File: src/rtl/vga_sync_ctrl_if.sv
// vga_sync_ctrl_if: run request, line number and timing outputs exchanged with the VGA sync controller
interface vga_sync_ctrl_if;
  logic       Enable;
  logic [9:0] cntVertical;
  logic       vflag;
  logic       pix_tick;
  logic [9:0] hcount;
  logic       hsync;
  logic       vsync;
  logic       video_on;
  logic       frame_start;
  logic       busy;
  modport master (
    output Enable, cntVertical,
    input  vflag, pix_tick, hcount, hsync, vsync, video_on, frame_start, busy
  );
  modport slave (
    input  Enable, cntVertical,
    output vflag, pix_tick, hcount, hsync, vsync, video_on, frame_start, busy
  );
endinterface

File: src/rtl/vga_sync_ctrl.sv
// vga_sync_ctrl: pixel divider, horizontal counter, vertical advance strobe and sync decode with frame-aligned start/stop
module vga_sync_ctrl #(
  parameter int CLK_DIV = 4,
  parameter int H_DISP  = 640,
  parameter int H_FP    = 16,
  parameter int H_SYNC  = 96,
  parameter int H_BP    = 48,
  parameter int V_DISP  = 480,
  parameter int V_FP    = 10,
  parameter int V_SYNC  = 2,
  parameter int V_BP    = 33
) (
  input logic            Clk,
  input logic            Reset,
  vga_sync_ctrl_if.slave bus
);
  localparam int H_TOTAL = H_DISP + H_FP + H_SYNC + H_BP;
  localparam int V_TOTAL = V_DISP + V_FP + V_SYNC + V_BP;
  localparam int DW = $clog2(CLK_DIV);
  localparam logic [DW-1:0] DIV_LAST = DW'(CLK_DIV - 1);
  localparam logic [9:0] H_LAST = 10'(H_TOTAL - 1);
  localparam logic [9:0] H_VIS  = 10'(H_DISP);
  localparam logic [9:0] HS_BEG = 10'(H_DISP + H_FP);
  localparam logic [9:0] HS_END = 10'(H_DISP + H_FP + H_SYNC - 1);
  localparam logic [9:0] V_LAST = 10'(V_TOTAL - 1);
  localparam logic [9:0] V_VIS  = 10'(V_DISP);
  localparam logic [9:0] VS_BEG = 10'(V_DISP + V_FP);
  localparam logic [9:0] VS_END = 10'(V_DISP + V_FP + V_SYNC - 1);
  typedef enum logic [1:0] {IDLE, RUN, STOPPING} state_t;
  state_t        r_state;
  state_t        w_next;
  logic [DW-1:0] r_div;
  logic [9:0]    r_hcount;
  logic          w_busy;
  logic          w_pix_tick;
  logic          w_vflag;
  logic          w_frame_start;
  logic          w_hsync;
  logic          w_vsync;
  logic          w_video_on;
  // state register
  always_ff @(posedge Clk or posedge Reset)
    if (Reset) r_state <= IDLE;
    else r_state <= w_next;
  // next state: stopping only completes on the frame wrap so the vertical counter is left at line 0
  always_comb begin
    w_next = r_state;
    case (r_state)
      IDLE:     w_next = bus.Enable ? RUN : IDLE;
      RUN:      w_next = bus.Enable ? RUN : STOPPING;
      STOPPING: w_next = bus.Enable ? RUN : w_frame_start ? IDLE : STOPPING;
      default:  w_next = IDLE;
    endcase
  end
  // outputs: strobes and sync decodes straight from registered state and the incoming line number
  always_comb begin
    w_busy        = r_state != IDLE;
    w_pix_tick    = w_busy && r_div == DIV_LAST;
    w_vflag       = w_pix_tick && r_hcount == H_LAST;
    w_frame_start = w_vflag && bus.cntVertical == V_LAST;
    w_hsync       = !(w_busy && r_hcount >= HS_BEG && r_hcount <= HS_END);
    w_vsync       = !(w_busy && bus.cntVertical >= VS_BEG && bus.cntVertical <= VS_END);
    w_video_on    = w_busy && r_hcount < H_VIS && bus.cntVertical < V_VIS;
  end
  // pixel divider and horizontal counter; both parked at 0 while idle
  always_ff @(posedge Clk or posedge Reset)
    if (Reset) begin
      r_div    <= '0;
      r_hcount <= '0;
    end else if (!w_busy) begin
      r_div    <= '0;
      r_hcount <= '0;
    end else begin
      r_div <= w_pix_tick ? '0 : r_div + 1'b1;
      if (w_pix_tick) r_hcount <= r_hcount == H_LAST ? '0 : r_hcount + 10'd1;
    end
  assign bus.busy        = w_busy;
  assign bus.pix_tick    = w_pix_tick;
  assign bus.vflag       = w_vflag;
  assign bus.frame_start = w_frame_start;
  assign bus.hsync       = w_hsync;
  assign bus.vsync       = w_vsync;
  assign bus.video_on    = w_video_on;
  assign bus.hcount      = r_hcount;
endmodule

File: src/flat_wrapper.sv
// flat-port wrapper written by rule: the top's interface ports become plain ports
module vga_sync_ctrl_flat 
#(
  parameter int CLK_DIV = 4,
  parameter int H_DISP  = 640,
  parameter int H_FP    = 16,
  parameter int H_SYNC  = 96,
  parameter int H_BP    = 48,
  parameter int V_DISP  = 480,
  parameter int V_FP    = 10,
  parameter int V_SYNC  = 2,
  parameter int V_BP    = 33
)
  (Clk, Reset, bus_Enable, bus_cntVertical, bus_vflag, bus_pix_tick, bus_hcount, bus_hsync, bus_vsync, bus_video_on, bus_frame_start, bus_busy);
  vga_sync_ctrl_if bus_i ();
  input logic Clk;
  input logic Reset;
  input wire logic [$bits(bus_i.Enable)-1:0] bus_Enable;
  input wire logic [$bits(bus_i.cntVertical)-1:0] bus_cntVertical;
  output wire logic [$bits(bus_i.vflag)-1:0] bus_vflag;
  output wire logic [$bits(bus_i.pix_tick)-1:0] bus_pix_tick;
  output wire logic [$bits(bus_i.hcount)-1:0] bus_hcount;
  output wire logic [$bits(bus_i.hsync)-1:0] bus_hsync;
  output wire logic [$bits(bus_i.vsync)-1:0] bus_vsync;
  output wire logic [$bits(bus_i.video_on)-1:0] bus_video_on;
  output wire logic [$bits(bus_i.frame_start)-1:0] bus_frame_start;
  output wire logic [$bits(bus_i.busy)-1:0] bus_busy;
  assign bus_i.Enable = bus_Enable;
  assign bus_i.cntVertical = bus_cntVertical;
  assign bus_vflag = bus_i.vflag;
  assign bus_pix_tick = bus_i.pix_tick;
  assign bus_hcount = bus_i.hcount;
  assign bus_hsync = bus_i.hsync;
  assign bus_vsync = bus_i.vsync;
  assign bus_video_on = bus_i.video_on;
  assign bus_frame_start = bus_i.frame_start;
  assign bus_busy = bus_i.busy;
  vga_sync_ctrl #(.CLK_DIV(CLK_DIV), .H_DISP(H_DISP), .H_FP(H_FP), .H_SYNC(H_SYNC), .H_BP(H_BP), .V_DISP(V_DISP), .V_FP(V_FP), .V_SYNC(V_SYNC), .V_BP(V_BP)) u_core (.Clk(Clk), .Reset(Reset), .bus(bus_i));
endmodule
File: config.mk
export PLATFORM = sky130hd
export DESIGN_NAME = vga_sync_ctrl_flat
export DESIGN_NICKNAME = d
export VERILOG_FILES = /design/src/rtl/vga_sync_ctrl_if.sv /design/src/rtl/vga_sync_ctrl.sv /design/src/flat_wrapper.sv
export SDC_FILE = /design/constraint.sdc
export NUM_CORES = 1
export LEC_CHECK = 0
export ABC_AREA = 1
export BUFFER_PORTS_ARGS = -buffer_cell sky130_fd_sc_hd__buf_2
export CORE_AREA = 10 10 49 66
export CTS_BUF_LIST = sky130_fd_sc_hd__clkbuf_8
export DETAILED_ROUTE_END_ITERATION = 12
export DIE_AREA = 0 0 59 76
export HOLD_SLACK_MARGIN = 0.03
export PLACE_DENSITY_LB_ADDON = 0.08
export SLEW_MARGIN = 20
export SYNTH_ARGS = -nofsm -noshare
export SYNTH_HDL_FRONTEND = slang
export SYNTH_SLANG_ARGS = --single-unit
File: constraint.sdc
create_clock -name Clk -period 1.3 [get_ports Clk]
set_input_delay 0.065 -clock Clk [delete_from_list [all_inputs] [get_ports Clk]]
set_output_delay 0.065 -clock Clk [all_outputs]
set_load 0.1 [all_outputs]
==> results of run 1 <==
## critical path: cells and delay by family, from the launching register on
family                 cells  cell delay [ns]
and+or+nand+nor            5             0.57
DFF                        1             0.50
buffers and inverters      1             0.18
## cell families (layout without fill, tap and decap cells)
group	Yosys count	in the layout	synth area share
adder cells (fa/ha/maj)	3	3	0.04110
XOR/XNOR	3	3	0.02877
AO/OA/AOI/OAI	15	15	0.09178
flip-flops	14	14	0.3836
buffers and inverters	26	86	0.1068
AND/OR/NAND/NOR	62	62	0.3479
## power breakdown
part | switching [mW] | internal (mW)
combinational | 0.420 | 0.248
clock | 0.157 | 0.209
sequential | 0.0421 | 0.485
total | 0.619 | 0.943
## Yosys cell counts
| library cell | count |
|---|---|
| sky130_fd_sc_hd__dfrtp_1 | 14 |
| sky130_fd_sc_hd__nand2_2 | 2 |
| sky130_fd_sc_hd__o22ai_1 | 2 |
| sky130_fd_sc_hd__nor2_2 | 2 |
| sky130_fd_sc_hd__o21ai_2 | 1 |
| sky130_fd_sc_hd__nand3_1 | 9 |
| sky130_fd_sc_hd__nor3_1 | 2 |
| sky130_fd_sc_hd__nor2_4 | 5 |
| sky130_fd_sc_hd__inv_1 | 25 |
| sky130_fd_sc_hd__nand4_1 | 3 |
| sky130_fd_sc_hd__nand3_2 | 1 |
| sky130_fd_sc_hd__nor2_1 | 6 |
| sky130_fd_sc_hd__nand2_1 | 30 |
| sky130_fd_sc_hd__xor2_1 | 1 |
| sky130_fd_sc_hd__xnor2_1 | 2 |
| sky130_fd_sc_hd__ha_1 | 3 |
| sky130_fd_sc_hd__a21boi_0 | 1 |
| sky130_fd_sc_hd__a21oi_1 | 4 |
| sky130_fd_sc_hd__nand2_4 | 1 |
| sky130_fd_sc_hd__nor4_1 | 1 |
| sky130_fd_sc_hd__o21ai_1 | 2 |
| sky130_fd_sc_hd__o21ai_0 | 5 |
| sky130_fd_sc_hd__inv_2 | 1 |
## path summary, 6_finish.rpt
check                                                      start                               end  slack [ns]  cells past startpoint
worst min register to register         u_core.r_div[0]$_DFF_PP0_         u_core.r_div[0]$_DFF_PP0_        0.49                      1
min in group asynchronous                                  Reset  u_core.bus.hcount[9]$_DFFE_PP0P_        0.40                      3
max in group asynchronous                                  Reset  u_core.bus.hcount[6]$_DFFE_PP0P_        0.48                      3
worst max register to register  u_core.bus.hcount[1]$_DFFE_PP0P_  u_core.bus.hcount[3]$_DFFE_PP0P_       -0.16                      8
worst min-delay path                                  bus_Enable       u_core.r_state[1]$_DFF_PP0_        0.07                      4
worst max-delay path            u_core.bus.hcount[5]$_DFFE_PP0P_                   bus_frame_start       -0.27                      6
## state kept, by name, summed over array words and instances, names as in the netlist
register           flops
u_core.r_div           2
u_core.bus.hcount     10
u_core.r_state         2
## area by class of cell
class                      count  share of cell area
clock inverter                 1            0.002038
tap                           22             0.01495
clock buffer                   3             0.02242
multi-input combinational     83              0.3709
timing repair buffer          56              0.3207
sequential                    14              0.2092
inverter                      26             0.05978
## repair_timing
item	CTS	global route
hold buffers	1	0
pin swaps	11	12
resized for setup	28	26
endpoints found under the hold margin	14	0
buffers inserted	8	7
endpoints found under the setup margin	12	18
## stage by stage
step,hold slack [ns],area (µm²)
2_1_floorplan,-0.04567,1022
3_3_place_gp,0.1237,1503
3_5_place_dp,0.1323,1503
4_1_cts,0.06266,1704
5_1_grt,0.08181,1842
6_report,0.07229,1842
## routing by layer
metal  wire length (µm)  part of all wire  vias up
li1                   -                 -      506
met1               1194              0.31      513
met2               2111              0.55       56
met3                322             0.084       20
met4                221             0.057        0
met5                  0                 0        -
==> out/summary.txt, run 1 <==
STATUS
--------------------------------------------------------------------------------------
Run status                                                                finished with violations
Violated checks                                                           setup timing

DETAILED ROUTING
--------------------------------------------------------------------------------------
Post-detailed-route via-to-cell ratio                                            5.341
Wirelength per Cell                                                           18.78 µm
Post-detailed-route count of antenna-violating nets                                  0
Number of iterations in the first detailed-routing pass                              4
Initial detailed-routing violation count                                            60
Routed via count                                                                  1095
Total routed wirelength                                                        3850 µm
DRC viols                                                                            0

PLACE
--------------------------------------------------------------------------------------
Routability cong.                                                               0.8580
Worst slack at placement                                                   -0.06736 ns
Number of cells after detailed placement                                           187
Number of buffers inserted by port buffering                                        29
Detailed Place HPWL                                                            2221 µm

GLOBAL ROUTING
--------------------------------------------------------------------------------------
Met1 demand-to-capacity share in global routing                                 0.1223
Combined global-route utilization of all metal layers                           0.1408
Via count of the first global-routing pass                                        1108
Routing usage on met2                                                           0.2658
Highest-utilization routing layer at the global route stage                       met2
Global-route wire length before repair                                         5037 µm
GRT overflow                                                                         0
Pin count of the biggest net entering global routing                                15
Antenna violations before repair                                                     0
Global routing usage on met3                                                   0.04167

LOGIC SYNTHESIS
--------------------------------------------------------------------------------------
Seq/Total Area, Yosys                                                           0.3836
Cells after Synth                                                                  123
Total of flip-flops plus latches after synthesis                                    14
Cells taking the most area after synthesis                                sky130_fd_sc_hd__dfrtp_1, sky130_fd_sc_hd__nand2_1, sky130_fd_sc_hd__inv_1
Unique masters post-synth                                                           23
Avg Synthesized Cell Area                                                    7.426 µm²
Syn nets                                                                           139
Count of synthesis-stage warnings from yosys                                         0
Synth area leader                                                         sky130_fd_sc_hd__dfrtp_1
Top cell type's share of synthesized area                                       0.3836
Mapped Area                                                                  913.4 µm²

WORST SETUP PATH
--------------------------------------------------------------------------------------
Peak fanout along the critical path                                                  2
Crit-path max cell delay                                                       0.50 ns
Critical Path RT                                                               1.24 ns
Sort of element at the end of the critical path                            output port
Library cell contributing the largest single delay on the critical path   sky130_fd_sc_hd__dfrtp_4
Arr. time, crit path                                                           1.51 ns
Most Frequent Cell on Critical Path                                       sky130_fd_sc_hd__nor2_4
Kind of start point of the critical path                                     flip-flop
List of cells traversed by the critical path                              nor2_4, nand2_2, nor2_4, nand3_4, nor2_4, buf_12
Setup CP Type                                                             flip-flop to output port

CELLS AND AREA
--------------------------------------------------------------------------------------
Most frequent cells in the layout                                         sky130_fd_sc_hd__buf_4, sky130_fd_sc_hd__nand2_1, sky130_fd_sc_hd__inv_1, sky130_fd_sc_hd__buf_12, sky130_fd_sc_hd__buf_2
Footprint of the flip-flops and latches                                      385.4 µm²
Final Non-Filler Cells                                                             205
Multi-input gate area in the final layout                                    683.2 µm²
Final design utilization                                                        0.8762
Most common cell after layout, fill and taps aside                        sky130_fd_sc_hd__buf_4
Total of fill cells in the finished design                                         107
Layout overhead on the synthesized area                                         101.6%
Nets                                                                               200
Layout cell share with drive strength beyond 1                                  0.6339
Diode count                                                                          0

CTS
--------------------------------------------------------------------------------------
Root buffer cell                                                          sky130_fd_sc_hd__clkbuf_8
Buffer depth of the longest clock path                                               2
Total number of H-tree levels                                                        1
TritonCTS Buffers                                                                    3
Clock Latency Late Sink                                                        0.25 ns
Sink count of the clock tree                                                        14
TritonCTS clock tree                                                             built
Clock slew at reported path FFs                                                0.06 ns

STA
--------------------------------------------------------------------------------------
Setup_tns                                                                    -1.883 ns
Final clock period utilization by the worst path                                 1.210
Number of hold violations in the final report                                        0
Maximum achievable frequency                                                 635.8 MHz
Headroom to the max-slew limit                                                  0.6328
Crit path time final                                                          1.573 ns
Final count of pins violating max slew                                               0
Slew @ Worst Pin                                                             0.5502 ns
Clk_skew                                                                  0.0007837 ns
RSZ-0062 raised after global routing                                               yes
Setup Viol. Count Final                                                             18
Fin worst setup slack                                                       -0.2728 ns

POWER AND IR DROP
--------------------------------------------------------------------------------------
Power per Cell Area                                                       847.7 nW/µm²
Peak supply drop                                                           0.0008468 V
Total power                                                                   1.561 mW
Standby leakage power                                                        0.8839 nW

FLOORPLAN
--------------------------------------------------------------------------------------
Die span in x                                                                    59 µm
Initial core utilization                                                        0.4345
Die height                                                                       76 µm
Number of cell rows                                                                 20
Core ar.                                                                      2102 µm²
Count of pins on the block boundary                                                 30
Die Area                                                                      4484 µm²

MIN PATH
--------------------------------------------------------------------------------------
Classification of the worst-slack hold path                               primary input to flip-flop

RUN
--------------------------------------------------------------------------------------
Count of max-cap constraint violations                                               0

Power figures use the tool's default switching activity.
==> run 2, diff against run 1 <==
CORE_AREA = 10 10 54 56   (was 10 10 49 66)
CTS_BUF_LIST = sky130_fd_sc_hd__clkbuf_4   (was sky130_fd_sc_hd__clkbuf_8)
DIE_AREA = 0 0 64 66   (was 0 0 59 76)
clock period = 1.7 ns   (was 1.3 ns; I/O delays follow)
==> run 2 against run 1 <==
Net effect: the flow now finishes without violations; worst hold slack lost 0.023 ns; clock power fell by 47%; largest cell class unchanged; clock skew is 0.0039 ns higher; global-route usage down 3.2 points; largest power group is now registers; via count shrank 19%; sequential power fell by 22%; combinational power down 50%; worst setup slack better by 0.36 ns.
==> out/summary.txt, run 2 (synthesis results as in run 1) <==
GLOBAL ROUTING
--------------------------------------------------------------------------------------
Global-route wire length before repair                                         3829 µm   -24%
Pin count of the biggest net entering global routing                                15   unchanged
Combined global-route utilization of all metal layers                           0.1090   -0.03184
GRT overflow                                                                         0   unchanged
Via count of the first global-routing pass                                         898   -19%
Antenna violations before repair                                                     0   unchanged

WORST SETUP PATH
--------------------------------------------------------------------------------------
Setup CP Type                                                             flip-flop to output port
Kind of start point of the critical path                                     flip-flop
Launching instance or port of the critical path                           u_core.bus.hcount[8]$_DFFE_PP0P_
List of cells traversed by the critical path                              inv_1, nand3_1, nand2_1, nor4_4, buf_12
Startpoint of the most critical register-to-register path                 u_core.bus.hcount[0]$_DFFE_PP0P_
Library cell contributing the largest single delay on the critical path   sky130_fd_sc_hd__dfrtp_4
Peak fanout along the critical path                                                  5   +3
Arr. time, crit path                                                           1.53 ns   +0.02 ns
Bufs and invs on worst path                                                          2   +1
Critical Path RT                                                               1.62 ns   +0.38 ns
CP delay by family, top                                                   simple AND/OR/NAND/NOR gates
Sort of element at the end of the critical path                            output port
Crit-path max cell delay                                                       0.44 ns   -0.06 ns

CELLS AND AREA
--------------------------------------------------------------------------------------
Layout cell share with drive strength beyond 1                                  0.3987   -0.2351
Most common cell after layout, fill and taps aside                        sky130_fd_sc_hd__nand2_1
Most frequent cells in the layout                                         sky130_fd_sc_hd__nand2_1, sky130_fd_sc_hd__inv_1, sky130_fd_sc_hd__buf_2, sky130_fd_sc_hd__nand3_1, sky130_fd_sc_hd__dfrtp_2
Multi-input gate area in the final layout                                    520.5 µm²   -24%
Total of fill cells in the finished design                                         164   +53%
Layout overhead on the synthesized area                                         38.08%
Footprint of the flip-flops and latches                                      370.4 µm²   -3.9%
Max reg flops                                                                       10   unchanged
Final design utilization                                                        0.6632   -0.2130
Nets                                                                               175   -13%
Non-Filler Cell Area, Final                                                   1261 µm²   -32%
Diode count                                                                          0   unchanged

DETAILED ROUTING
--------------------------------------------------------------------------------------
DR top layer                                                                      met4
Wirelength per Cell                                                           12.11 µm   -36%
Total routed wirelength                                                        2240 µm   -42%
DRT met1 WL                                                                     976 µm   -18%
Initial detailed-routing violation count                                            25   -58%
Post-detailed-route via-to-cell ratio                                            4.789   -10%
DRC viols                                                                            0   unchanged
Number of iterations in the first detailed-routing pass                              4   unchanged
Met2 routed WL                                                                 1064 µm   -50%
Detailed-routed wire length on met3                                             183 µm   -43%
Routed via count                                                                   886   -19%
Post-detailed-route count of antenna-violating nets                                  0   unchanged

FLOORPLAN
--------------------------------------------------------------------------------------
Core ar.                                                                      1902 µm²   -9.5%
Initial core utilization                                                        0.4803   +0.04574
Die height                                                                       66 µm   -13%
Die span in x                                                                    64 µm   +8.5%
Count of pins on the block boundary                                                 30   unchanged
Number of cell rows                                                                 16   -20%
Die Area                                                                      4224 µm²   -5.8%

POWER AND IR DROP
--------------------------------------------------------------------------------------
Standby leakage power                                                        0.6251 nW   -29%
Power per Cell Area                                                       742.6 nW/µm²   -12%
Peak supply drop                                                           0.0007413 V   -12%
Total power                                                                   936.6 µW   -40%

CTS
--------------------------------------------------------------------------------------
Total number of H-tree levels                                                        1   unchanged
Root buffer cell                                                          sky130_fd_sc_hd__clkbuf_4
Clock slew at reported path FFs                                                0.09 ns   +0.03 ns
TritonCTS clock tree                                                             built
Buffer depth of the longest clock path                                               2   unchanged
Sink count of the clock tree                                                        14   unchanged
TritonCTS Buffers                                                                    3   unchanged
Clock Latency Late Sink                                                        0.27 ns   +0.02 ns

STA
--------------------------------------------------------------------------------------
Fin worst setup slack                                                       0.08676 ns   +0.3596 ns
Number of hold violations in the final report                                        0   unchanged
Crit path time final                                                          1.613 ns
Final clock period utilization by the worst path                                0.9490
Slew @ Worst Pin                                                             0.5448 ns   -0.005331 ns
Maximum achievable frequency                                                 619.9 MHz
Setup Viol. Count Final                                                              0   -18
Headroom to the max-slew limit                                                  0.6364   +0.003558
Clk_skew                                                                   0.004702 ns   +0.003919 ns
Worst hold-check slack                                                      0.04957 ns   -0.02273 ns
Final count of pins violating max slew                                               0   unchanged
RSZ-0062 raised after global routing                                               yes

RUN
--------------------------------------------------------------------------------------
Count of max-cap constraint violations                                               0   unchanged

PLACE
--------------------------------------------------------------------------------------
Number of buffers inserted by port buffering                                        29   unchanged
Routability cong.                                                               0.8664   +0.98%
Detailed Place HPWL                                                            1808 µm   -19%
Worst slack at placement                                                     0.2591 ns   +0.3265 ns
Total placed instance area                                                    1197 µm²   -20%

STATUS
--------------------------------------------------------------------------------------
Run status                                                                   completed

MIN PATH
--------------------------------------------------------------------------------------
Beginning of the worst hold path                                            bus_Enable
Classification of the worst-slack hold path                               primary input to flip-flop

run 2: what timing repair did:
action | CTS | global route
setup buffers | 1 | 0
hold endpoints to repair | 14 | 0
pin swaps | 1 | 1
setup endpoints to repair | 3 | 3
hold buffers | 1 | 0
resized for setup | 2 | 3
run 2: metrics by stage:
stage          TNS (ns)  instances
2_1_floorplan    -1.325        123
5_1_grt        -0.01019        185
3_5_place_dp          0        179
3_3_place_gp          0        179
6_report              0        185
4_1_cts               0        185
run 2: final timing paths:
path                                                    endpoint  slack (ns)  cells after the start
worst max-delay path                                bus_video_on        0.09                      5
worst max register to register  u_core.bus.hcount[7]$_DFFE_PP0P_        0.28                      9
max in group asynchronous       u_core.bus.hcount[8]$_DFFE_PP0P_        0.91                      3
worst min register to register         u_core.r_div[0]$_DFF_PP0_        0.49                      1
worst min-delay path                 u_core.r_state[1]$_DFF_PP0_        0.05                      4
min in group asynchronous       u_core.bus.hcount[1]$_DFFE_PP0P_        0.39                      3
run 2: power breakdown:
part           internal, mW  switching, mW
combinational        0.0878          0.245
clock                0.0849          0.108
sequential            0.371         0.0402
run 2: area by class of cell:
class	count	share of cell area
multi-input cells	83	0.4127
flip-flops and latches	14	0.2937
repair buffers	31	0.1687
inverters	26	0.07738
well taps	27	0.02679
clock buffers	3	0.01786
clock inverters	1	0.002976
run 2: routing by layer:
metal  vias up  GRT usage
li1        456          -
met1       406     0.1182
met2        22     0.1853
met3         2    0.04576
met4         0    0.04098
met5         -          0
run 2: worst reg2reg max path: cells and delay by family, from the launching register on:
family        cells  cell delay (ns)
fa+ha+maj         1             0.18
buf+inv           2             0.24
flops             1             0.52
simple gates      6             0.42
==> run 3, diff against run 2 <==
CORE_AREA = 2 2 46 48   (was 10 10 54 56)
DIE_AREA = 0 0 48 50   (was 0 0 64 66)
==> run 3 against run 2 <==
Net effect: combinational power increased by 3%; critical path depth grew 1; worst hold slack lost 0.011 ns; flip-flop and latch count unchanged; die area fell by 43%; total power up 2.0%; clock power grew 6%; sequential share of layout area is 0.63 points lower; cell count up 1.6%; clock skew increased by 0.0031 ns; sequential power barely moved; global-route usage rose by 8.9 points.
==> out/summary.txt, run 3 (synthesis results as in run 1) <==
CELLS AND AREA
--------------------------------------------------------------------------------------
Layout cell share with drive strength beyond 1                                  0.4161   +0.01741
Nets                                                                               178   +1.7%
Layout overhead on the synthesized area                                         41.10%
Total of fill cells in the finished design                                         174   +6.1%
Most common cell after layout, fill and taps aside                        sky130_fd_sc_hd__nand2_1
Diode count                                                                          0   unchanged
Final Non-Filler Cells                                                             188   +1.6%
Final design utilization                                                        0.6776   +0.01447
Multi-input gate area in the final layout                                    525.5 µm²   +0.96%
Max reg flops                                                                       10   unchanged
Footprint of the flip-flops and latches                                      370.4 µm²   unchanged
Most frequent cells in the layout                                         sky130_fd_sc_hd__nand2_1, sky130_fd_sc_hd__buf_2, sky130_fd_sc_hd__inv_1, sky130_fd_sc_hd__nand3_1

WORST SETUP PATH
--------------------------------------------------------------------------------------
Reg-to-reg setup timing slack                                                  0.27 ns   about the same
Most Frequent Cell on Critical Path                                       sky130_fd_sc_hd__nor2_4
Library cell contributing the largest single delay on the critical path   sky130_fd_sc_hd__dfrtp_2
Critical Path RT                                                               1.62 ns   about the same
Endpoint of the most critical setup path                                  bus_frame_start
Kind of start point of the critical path                                     flip-flop
Launching instance or port of the critical path                           u_core.bus.hcount[5]$_DFFE_PP0P_
Endpoint of the worst register-to-register path                           u_core.bus.hcount[8]$_DFFE_PP0P_
Sort of element at the end of the critical path                            output port
List of cells traversed by the critical path                              nor2_4, nand2_1, nor2_2, nand3_2, nor2_4, buf_12
Setup CP Type                                                             flip-flop to output port
Crit-path max cell delay                                                       0.46 ns   +0.02 ns
Startpoint of the most critical register-to-register path                 u_core.bus.hcount[0]$_DFFE_PP0P_
Peak fanout along the critical path                                                  5   unchanged
Arr. time, crit path                                                           1.52 ns   about the same
R2r worst-path depth                                                                 9   unchanged

DETAILED ROUTING
--------------------------------------------------------------------------------------
Initial detailed-routing violation count                                            20   -20%
Wirelength per Cell                                                           11.28 µm   -6.8%
Post-detailed-route via-to-cell ratio                                            4.867   +1.6%
Total routed wirelength                                                        2121 µm   -5.3%
Post-detailed-route count of antenna-violating nets                                  0   unchanged
DRC viols                                                                            0   unchanged
Routed via count                                                                   915   +3.3%
Number of iterations in the first detailed-routing pass                              4   unchanged

PLACE
--------------------------------------------------------------------------------------
Number of buffers inserted by port buffering                                        29   unchanged
Worst slack at placement                                                     0.2650 ns   +0.005871 ns
Routability cong.                                                               0.8534   -1.5%
Detailed Place HPWL                                                            1627 µm   -10%
Number of cells after detailed placement                                           179   unchanged

FLOORPLAN
--------------------------------------------------------------------------------------
Count of pins on the block boundary                                                 30   unchanged
Die height                                                                       50 µm   -24%
Initial core utilization                                                        0.4803   unchanged
Die span in x                                                                    48 µm   -25%
Number of cell rows                                                                 16   unchanged
Core ar.                                                                      1902 µm²   unchanged
Die Area                                                                      2400 µm²   -43%

STA
--------------------------------------------------------------------------------------
Setup Viol. Count Final                                                              0   unchanged
Maximum achievable frequency                                                 623.4 MHz   +0.57%
Fin worst setup slack                                                       0.09597 ns   +0.009209 ns
Slew @ Worst Pin                                                             0.5252 ns   -0.01965 ns
Headroom to the max-slew limit                                                  0.6495   +0.01311
Number of hold violations in the final report                                        0   unchanged
Clk_skew                                                                   0.007826 ns   +0.003123 ns
Crit path time final                                                          1.604 ns   -0.009209 ns
Final count of pins violating max slew                                               0   unchanged
Setup_tns                                                                         0 ns   unchanged
Final clock period utilization by the worst path                                0.9435   -0.005417
RSZ-0062 raised after global routing                                                no

GLOBAL ROUTING
--------------------------------------------------------------------------------------
Routing usage on met2                                                           0.3222   +0.1369
Global-route wire length before repair                                         3470 µm   -9.4%
GRT overflow                                                                         0   unchanged
Via count of the first global-routing pass                                         849   -5.5%
Antenna violations before repair                                                     0   unchanged
Combined global-route utilization of all metal layers                           0.1977   +0.08876
Pin count of the biggest net entering global routing                                15   unchanged
Met1 demand-to-capacity share in global routing                                 0.2454   +0.1272
Highest-utilization routing layer at the global route stage                       met2
Global routing usage on met3                                                   0.04029   -0.005470

POWER AND IR DROP
--------------------------------------------------------------------------------------
Sequential share of power                                                        0.428   -0.011
Switching portion of total power                                                0.4220   +0.002038
Total power                                                                   955.2 µW   +2.0%
Portion of total power attributed to combinational logic                         0.359   +0.004
Peak supply drop                                                           0.0007208 V   -2.8%
Standby leakage power                                                        0.6436 nW   +3.0%
Internal power                                                                552.1 µW   +1.6%
Proportion of power drawn by the clock network                                   0.214   +0.008
Power per Cell Area                                                       741.2 nW/µm²   -0.19%
Total net switching power                                                     403.1 µW   +2.5%

MIN PATH
--------------------------------------------------------------------------------------
Classification of the worst-slack hold path                               primary input to flip-flop

CTS
--------------------------------------------------------------------------------------
TritonCTS Buffers                                                                    3   unchanged
TritonCTS clock tree                                                             built
Buffer depth of the longest clock path                                               2   unchanged
Total number of H-tree levels                                                        1   unchanged
Sink count of the clock tree                                                        14   unchanged
Root buffer cell                                                          sky130_fd_sc_hd__clkbuf_4
Clock Latency Late Sink                                                        0.29 ns   +0.02 ns
Clock slew at reported path FFs                                                0.10 ns   about the same

STATUS
--------------------------------------------------------------------------------------
Run status                                                                   completed

RUN
--------------------------------------------------------------------------------------
Count of max-cap constraint violations                                               0   unchanged

run 3: layout make-up:
class                   count  area share
inverters                  26     0.07573
flip-flops and latches     14      0.2874
clock inverters             1    0.002913
multi-input cells          83      0.4078
repair buffers             34      0.1825
well taps                  27     0.02621
clock buffers               3     0.01748
run 3: metrics by stage:
stage          hold slack [ns]  area, µm²
2_1_floorplan         -0.02619      973.4
3_3_place_gp            0.1433       1197
3_5_place_dp            0.1558       1197
4_1_cts                0.03137       1249
5_1_grt                0.06606       1289
6_report               0.03825       1289
run 3: worst min path at each step:
stage                    start                          end  slack [ns]  cells past startpoint
detailed placement       Reset    u_core.r_div[0]$_DFF_PP0_        0.16                      2
finish              bus_Enable  u_core.r_state[1]$_DFF_PP0_        0.04                      4
global route        bus_Enable  u_core.r_state[1]$_DFF_PP0_        0.07                      4
global placement         Reset    u_core.r_div[0]$_DFF_PP0_        0.14                      2
floorplan                Reset    u_core.r_div[0]$_DFF_PP0_       -0.03                      1
CTS                 bus_Enable  u_core.r_state[1]$_DFF_PP0_        0.03                      4
run 3: power by group through the flow:
stage / sequential, mW / clock, mW / combinational (mW)
2_1_floorplan: 0.486 / 0 / 0.184
3_3_place_gp: 0.410 / 0 / 0.324
3_5_place_dp: 0.413 / 0 / 0.327
4_1_cts: 0.406 / 0.206 / 0.333
5_1_grt: 0.415 / 0.215 / 0.383
6_report: 0.408 / 0.204 / 0.343
run 3: what timing repair did:
action                     CTS  global route
resized for setup            3             4
setup buffers                1             3
cloned                       0             0
pin swaps                    1             2
hold buffers                 1             0
setup endpoints to repair    3             4
hold endpoints to repair    14             0
run 3: worst max-delay path: cells and delay by family (launching register included):
family,cells,cell delay (ns)
buffers and inverters,1,0.18
AND/OR/NAND/NOR,5,0.58
flip-flops,1,0.46
run 3: per-layer routing:
metal | up-vias | routed length [µm]
met1 | 416 | 938
met3 | 6 | 126
li1 | 463 | -
met4 | 0 | 46
met5 | - | 0
met2 | 30 | 1009
